--- config.mk ---
export PLATFORM = sky130hd
export DESIGN_NAME = keypad_scanner
export DESIGN_NICKNAME = d
export VERILOG_FILES = /design/src/rtl/keypad_scanner.sv
export SDC_FILE = /design/constraint.sdc
export NUM_CORES = 1
export LEC_CHECK = 0
export CAP_MARGIN = 40
export CORE_MARGIN = 2
export CORE_UTILIZATION = 60
export DETAILED_ROUTE_END_ITERATION = 8
export GPL_TIMING_DRIVEN = 0
export HOLD_SLACK_MARGIN = 0.1
export PLACE_DENSITY = 0.84
export SLEW_MARGIN = 10
export SYNTH_ARGS = -nofsm -noshare
export SYNTH_HDL_FRONTEND = slang
export SYNTH_SLANG_ARGS = --single-unit
--- constraint.sdc ---
create_clock -name CLK -period 3.9 [get_ports CLK]
set_input_delay 1.17 -clock CLK [delete_from_list [all_inputs] [get_ports CLK]]
set_output_delay 1.17 -clock CLK [all_outputs]
set_load 0.01 [all_outputs]
--- src/rtl/keypad_scanner.sv ---
`default_nettype none
// ============================================================================
// Module   : keypad_scanner
// Purpose  : Scans a 4x4 active-low matrix keypad, synchronises and debounces
//            the rows, and reports one key code per accepted press.
// Revision : 1.0 - initial release
// ----------------------------------------------------------------------------
// Parameters
//   SCAN_DIV        CLK cycles each column is driven (>= 4)
//   DEBOUNCE_SCANS  consecutive full scans to accept a press / a release (2..15)
// Ports
//   CLK        in   system (divided) clock
//   RST        in   asynchronous active-low reset
//   row_in     in   [3:0] keypad rows, active-low, asynchronous to CLK
//   col_drive  out  [3:0] column select, active-low one-hot
//   key_code   out  [3:0] last accepted key, row*4+col
//   key_valid  out  one-cycle pulse per accepted press
//   key_held   out  high while the accepted key stays pressed
//   entry_req  out  entry request pulse (keymap build only)
//   exit_req   out  exit request pulse (keymap build only)
//   exit_slot  out  [1:0] slot latched for exit (keymap build only)
// Build option
//   PARK_KEYMAP_EN  when defined, maps accepted codes onto parking requests;
//                   otherwise entry_req/exit_req/exit_slot are tied to 0.
// ============================================================================
module keypad_scanner #(
  parameter int SCAN_DIV       = 16,
  parameter int DEBOUNCE_SCANS = 4
) (
  input  logic       CLK,
  input  logic       RST,
  input  logic [3:0] row_in,
  output logic [3:0] col_drive,
  output logic [3:0] key_code,
  output logic       key_valid,
  output logic       key_held,
  output logic       entry_req,
  output logic       exit_req,
  output logic [1:0] exit_slot
);

  localparam int               c_DIV_W    = (SCAN_DIV > 1) ? $clog2(SCAN_DIV) : 1;
  localparam logic [c_DIV_W-1:0] c_DIV_LAST = c_DIV_W'(SCAN_DIV - 1);
  localparam logic [3:0]       c_DEB      = 4'(DEBOUNCE_SCANS);

  typedef enum logic [1:0] {
    ST_IDLE = 2'd0,
    ST_CAND = 2'd1,
    ST_HELD = 2'd2
  } state_t;

  // Scan timing and synchroniser
  logic [c_DIV_W-1:0] r_div;
  logic [1:0]         r_col_idx;
  logic [3:0]         r_col_drive;
  logic [3:0]         r_row_meta;
  logic [3:0]         r_row_sync;

  // Per-scan accumulator
  logic               r_acc_hit;
  logic [3:0]         r_acc_code;
  logic               r_scan_done;

  // Debounce state
  state_t             r_state, w_state_nxt;
  logic [3:0]         r_cand, w_cand_nxt;
  logic [3:0]         r_cnt, w_cnt_nxt;
  logic [3:0]         r_rel, w_rel_nxt;
  logic               w_accept;
  logic [3:0]         w_cnt_inc;
  logic [3:0]         w_rel_inc;

  logic [3:0]         r_key_code;
  logic               r_key_valid;

  // Rows are sampled at the end of each column slot, giving the keypad lines
  // and the two-flop synchroniser time to settle after the column change.
  logic               w_sample;
  logic               w_col_hit;
  logic [1:0]         w_col_row;
  logic [3:0]         w_col_code;

  assign w_sample   = (r_div == c_DIV_LAST);
  assign w_col_hit  = ~&r_row_sync;
  assign w_col_code = {w_col_row, r_col_idx};

  // Lowest pressed row within the driven column gives that column's lowest code.
  always_comb begin
    w_col_row = 2'd0;
    if (!r_row_sync[0])      w_col_row = 2'd0;
    else if (!r_row_sync[1]) w_col_row = 2'd1;
    else if (!r_row_sync[2]) w_col_row = 2'd2;
    else if (!r_row_sync[3]) w_col_row = 2'd3;
  end

  always_ff @(posedge CLK or negedge RST) begin
    if (!RST) begin
      r_div       <= '0;
      r_col_idx   <= 2'd0;
      r_col_drive <= 4'b1110;
      r_row_meta  <= 4'b1111;
      r_row_sync  <= 4'b1111;
      r_acc_hit   <= 1'b0;
      r_acc_code  <= 4'd0;
      r_scan_done <= 1'b0;
    end else begin
      r_row_meta  <= row_in;
      r_row_sync  <= r_row_meta;
      r_scan_done <= w_sample && (r_col_idx == 2'd3);
      if (w_sample) begin
        r_div       <= '0;
        r_col_idx   <= r_col_idx + 2'd1;
        r_col_drive <= {r_col_drive[2:0], r_col_drive[3]};
        if (r_col_idx == 2'd0) begin
          // First column of a scan discards the previous scan's result.
          r_acc_hit  <= w_col_hit;
          r_acc_code <= w_col_hit ? w_col_code : 4'd0;
        end else if (w_col_hit && (!r_acc_hit || (w_col_code < r_acc_code))) begin
          r_acc_hit  <= 1'b1;
          r_acc_code <= w_col_code;
        end
      end else begin
        r_div <= r_div + c_DIV_W'(1);
      end
    end
  end

  // Saturating increments so the counters can never wrap back below threshold.
  assign w_cnt_inc = (r_cnt == 4'hF) ? r_cnt : r_cnt + 4'd1;
  assign w_rel_inc = (r_rel == 4'hF) ? r_rel : r_rel + 4'd1;

  always_comb begin
    w_state_nxt = r_state;
    w_cand_nxt  = r_cand;
    w_cnt_nxt   = r_cnt;
    w_rel_nxt   = r_rel;
    w_accept    = 1'b0;
    if (r_scan_done) begin
      case (r_state)
        ST_IDLE: begin
          if (r_acc_hit) begin
            w_state_nxt = ST_CAND;
            w_cand_nxt  = r_acc_code;
            w_cnt_nxt   = 4'd1;
          end
        end
        ST_CAND: begin
          if (!r_acc_hit) begin
            w_state_nxt = ST_IDLE;
            w_cnt_nxt   = 4'd0;
          end else if (r_acc_code == r_cand) begin
            w_cnt_nxt = w_cnt_inc;
            if (w_cnt_inc >= c_DEB) begin
              w_state_nxt = ST_HELD;
              w_cnt_nxt   = 4'd0;
              w_rel_nxt   = 4'd0;
              w_accept    = 1'b1;
            end
          end else begin
            w_cand_nxt = r_acc_code;
            w_cnt_nxt  = 4'd1;
          end
        end
        ST_HELD: begin
          // Any key, even a different one, keeps the held state alive.
          if (r_acc_hit) begin
            w_rel_nxt = 4'd0;
          end else begin
            w_rel_nxt = w_rel_inc;
            if (w_rel_inc >= c_DEB) begin
              w_state_nxt = ST_IDLE;
              w_rel_nxt   = 4'd0;
            end
          end
        end
        default: begin
          w_state_nxt = ST_IDLE;
          w_cnt_nxt   = 4'd0;
          w_rel_nxt   = 4'd0;
        end
      endcase
    end
  end

  always_ff @(posedge CLK or negedge RST) begin
    if (!RST) begin
      r_state     <= ST_IDLE;
      r_cand      <= 4'd0;
      r_cnt       <= 4'd0;
      r_rel       <= 4'd0;
      r_key_code  <= 4'd0;
      r_key_valid <= 1'b0;
    end else begin
      r_state     <= w_state_nxt;
      r_cand      <= w_cand_nxt;
      r_cnt       <= w_cnt_nxt;
      r_rel       <= w_rel_nxt;
      r_key_valid <= w_accept;
      if (w_accept) r_key_code <= r_cand;
    end
  end

  assign col_drive = r_col_drive;
  assign key_code  = r_key_code;
  assign key_valid = r_key_valid;
  assign key_held  = (r_state == ST_HELD);

`ifdef PARK_KEYMAP_EN
  logic       r_entry_req;
  logic       r_exit_req;
  logic [1:0] r_exit_slot;

  // Requests share the key_valid cycle; code 7 exits using the slot already
  // latched, which a code-7 press never changes.
  always_ff @(posedge CLK or negedge RST) begin
    if (!RST) begin
      r_entry_req <= 1'b0;
      r_exit_req  <= 1'b0;
      r_exit_slot <= 2'd0;
    end else begin
      r_entry_req <= w_accept && (r_cand == 4'd3);
      r_exit_req  <= w_accept && (r_cand == 4'd7);
      if (w_accept) begin
        case (r_cand)
          4'd0:    r_exit_slot <= 2'd0;
          4'd1:    r_exit_slot <= 2'd1;
          4'd2:    r_exit_slot <= 2'd2;
          4'd4:    r_exit_slot <= 2'd3;
          default: r_exit_slot <= r_exit_slot;
        endcase
      end
    end
  end

  assign entry_req = r_entry_req;
  assign exit_req  = r_exit_req;
  assign exit_slot = r_exit_slot;
`else
  assign entry_req = 1'b0;
  assign exit_req  = 1'b0;
  assign exit_slot = 2'd0;
`endif

endmodule
`default_nettype wire

==> impl_metrics.ini <==
[finish]
area.sequential_um2 = 1090
post-route-cell-area_um2 = 2233
multi_input_comb_area_um2 = 777.0
n_fill_cell = 226
final_core_utilization_pct = 72.56
finalNetCount = 213
area_delta_synth_final_pct = 14.86
n_antenna_cell = 0
final_layout_size_suffix_gt1_share_pct = 18.50

[yosys]
synth-main-ff-cell = sky130_fd_sc_hd__dfrtp_1
yosys_register_bits = 43
most_frequent_cell_after_synthesis = sky130_fd_sc_hd__dfrtp_1
yosysSeqAreaShare_pct = 56.05
postSynthCellCount = 173
synthDistinctLibCells = 42
synth_commonest_cells = sky130_fd_sc_hd__dfrtp_1 (32), sky130_fd_sc_hd__nand2_1 (22), sky130_fd_sc_hd__inv_1 (13), sky130_fd_sc_hd__dfstp_2 (11), sky130_fd_sc_hd__o21ai_0 (11)
yosysWarningCount = 0
synth_top_cells_by_area = sky130_fd_sc_hd__dfrtp_1 (41%), sky130_fd_sc_hd__dfstp_2 (15%), sky130_fd_sc_hd__ha_1 (5.1%), sky130_fd_sc_hd__nand2_1 (4.2%), sky130_fd_sc_hd__mux2_2 (3.5%)
synthesis.area_um2 = 1944
synthArstFlopShare_pct = 100.0
cell_type_contributing_the_most_total_cell_area_after_synthesis = sky130_fd_sc_hd__dfrtp_1
synth_edf_count = 0
post-synth-top-area-fraction_pct = 41.18
avgSynthCellArea_um2 = 11.24

[cts]
holdBufCountCts = 0
cts-root-buf = sky130_fd_sc_hd__clkbuf_4
cts_tree = yes
cts_repair_resize_count = 0
number_of_sinks_driven_by_the_clock_tree = 43
clk_latency_worst_skew_pair_ns = 0.35
htree_levels = 2
cts_buffers = 5
cts_setup_buffers = 0
clkSlewWorstSetupHoldPaths_ns = 0.12
clock_tree.buffer_depth = 2

[placed_design]
detailed_place_hpwl_um = 2475
buffer_ports.inserted = 15
gp_congestion = 0.7389
placed_cell_area_um2 = 2183

[sta]
finalWorstPathRequiredPeriod_ns = 2.836
setup_viol_count_final = 0
grt_setup_unrepaired = no
hold_viol_final = 0
timing.fmax_mhz = 352.7
worst_clock_skew_ns = 0.005771
timing.final.crit_share_pct = 72.71
timing_max_transition_violations_final = 0
whs_ns = 0.3622
setup_total_negative_slack_ns = 0

[setup_path]
critical_path_class = flop to output port
critical_path.endpoint_type = output port
critical_path.max_fanout = 7
critical_path.startpoint_type = flop
critPathRequiredTime_ns = 2.73
data_arrival_time_of_the_critical_path_ns = 1.67
ff2ff_path_depth = 7

[drt]
routed_wire_length_per_instance_um = 13.69
drt_first_pass_iters = 4
via_per_inst = 5.484
detail-route-antenna-nets = 0
wl_met1_um = 1439
dr.max_layer_used = met4
met2WireLength_um = 1671
post_route_drc = 0
route.met3.wl_um = 164
dr.first_iter.drc_count = 57
vias = 1338
routed_wl_um = 3341

[pwr]
cell_internal_power_uw = 565.7
power_density_nw_per_um2 = 335.4
clock_power_share_pct = 27.2
switch_share_pct = 24.48
leakage_uw = 0.001024
max_vdd_drop_mv = 0.2943
power_frac_comb_pct = 9.7
power_switching_uw = 183.4
sequentialPowerShare_pct = 63.1

[flow_run]
maxCapViolations = 0

[global_routing]
number_of_global_route_vias_before_repair = 1295
grt_remaining_overflow = 0
grt_util_all_layers_pct = 21.38
grt_first_pass_wirelength_um = 5616
grt_antenna_before_repair = 0
maximum_number_of_pins_on_one_net_before_global_route_repair = 26

[floorplan]
initial_cell_density_of_the_core_pct = 63.17
total_i_o_pin_count = 20
die_area_um2 = 3712
die-height_um = 60.93
core_area_um2 = 3078
die_width_um = 60.93
row_count = 20

[status]
outcome = complete, no violations

[min_path]
hold_path.class = flop to flop
min_path_cells = 0
-- through the flow --
stage / setup slack (ns) / total power [uW] / cells
final: 1.064 / 749.1 / 244
after floorplan: 2.004 / 525.0 / 176
after global routing: 0.9975 / 787.5 / 244
after CTS: 1.093 / 754.3 / 244
after detailed placement: 1.493 / 553.8 / 236
after global placement: 0.7259 / 545.4 / 235
-- layer usage --
metal,global-route usage [%],up-vias
li1,-,649
met1,25.39,642
met2,36.41,37
met3,6.610,10
met4,8.385,0
met5,0,-
-- state kept, by name, indices dropped and copies added, names as in the netlist --
| name | cells |
|---|---|
| col_drive | 4 |
| key_code | 4 |
| key_valid | 1 |
| r_acc_code | 4 |
| r_acc_hit | 1 |
| r_cand | 4 |
| r_cnt | 4 |
| r_col_idx | 2 |
| r_div | 4 |
| r_rel | 4 |
| r_row_meta | 4 |
| r_row_sync | 4 |
| r_scan_done | 1 |
| r_state | 2 |
-- cell type report --
cell class	instances	area share, %
clock inverters	1	0.2241
plain buffers	6	1.793
inverters	13	2.185
flip-flops and latches	43	48.80
repair buffers	16	7.731
well taps	44	2.465
multi-input cells	114	34.79
clock buffers	7	2.017
-- final timing paths --
kind / from / endpoint / slack [ns]
max: r_state[1] / key_held / 1.06
min: r_row_meta[3] / r_row_sync[3] / 0.36
max reg2reg: r_row_sync[2] / r_acc_code[3] / 1.74
min reg2reg: r_row_meta[3] / r_row_sync[3] / 0.36
max in group asynchronous: RST / r_div[2] / 2.68
min in group asynchronous: RST / r_acc_code[3] / 0.75
-- power by group through the flow --
stage / Clock, uW / Combinational (uW) / Sequential (uW)
floorplan: 0 / 46.8 / 478
global placement: 0 / 65.5 / 480
detailed placement: 0 / 73.0 / 481
CTS: 209 / 73.2 / 472
global route: 232 / 80.5 / 475
finish: 204 / 72.6 / 472
-- worst max-delay path, cell delays in order (launching register included) --
cell and delay, ns:
sky130_fd_sc_hd__dfrtp_1 0.45, sky130_fd_sc_hd__nor2b_1 0.27, sky130_fd_sc_hd__clkdlybuf4s50_1 0.58
-- layout by cell type, fill, tap and decap left out, types with 3 or more instances in the layout --
master                             n
sky130_fd_sc_hd__nand3_1           4
sky130_fd_sc_hd__buf_2             3
sky130_fd_sc_hd__clkbuf_4          5
sky130_fd_sc_hd__inv_1            13
sky130_fd_sc_hd__nand2_1          22
sky130_fd_sc_hd__mux2_2            6
sky130_fd_sc_hd__conb_1            4
sky130_fd_sc_hd__dfstp_2          11
sky130_fd_sc_hd__dfrtp_1          32
sky130_fd_sc_hd__xnor2_1           5
sky130_fd_sc_hd__nand2b_1          5
sky130_fd_sc_hd__and2_1            4
sky130_fd_sc_hd__nand4_1           3
sky130_fd_sc_hd__ha_1              8
sky130_fd_sc_hd__o21ai_0          11
sky130_fd_sc_hd__a21oi_1           6
sky130_fd_sc_hd__a31oi_1           3
sky130_fd_sc_hd__buf_4             4
sky130_fd_sc_hd__clkdlybuf4s50_1  14
-- kinds of logic after synthesis --
| group | Yosys count | synth area share [%] |
|---|---|---|
| xor+xnor | 6 | 2.703 |
| fa+ha+maj | 8 | 5.148 |
| other cells | 1 | 0.1929 |
| flops | 43 | 56.05 |
| compound gates | 38 | 13.00 |
| mux | 7 | 4.054 |
| buf+inv | 19 | 4.569 |
| simple gates | 51 | 14.29 |
Note: power is estimated with default switching activity, not from simulation.
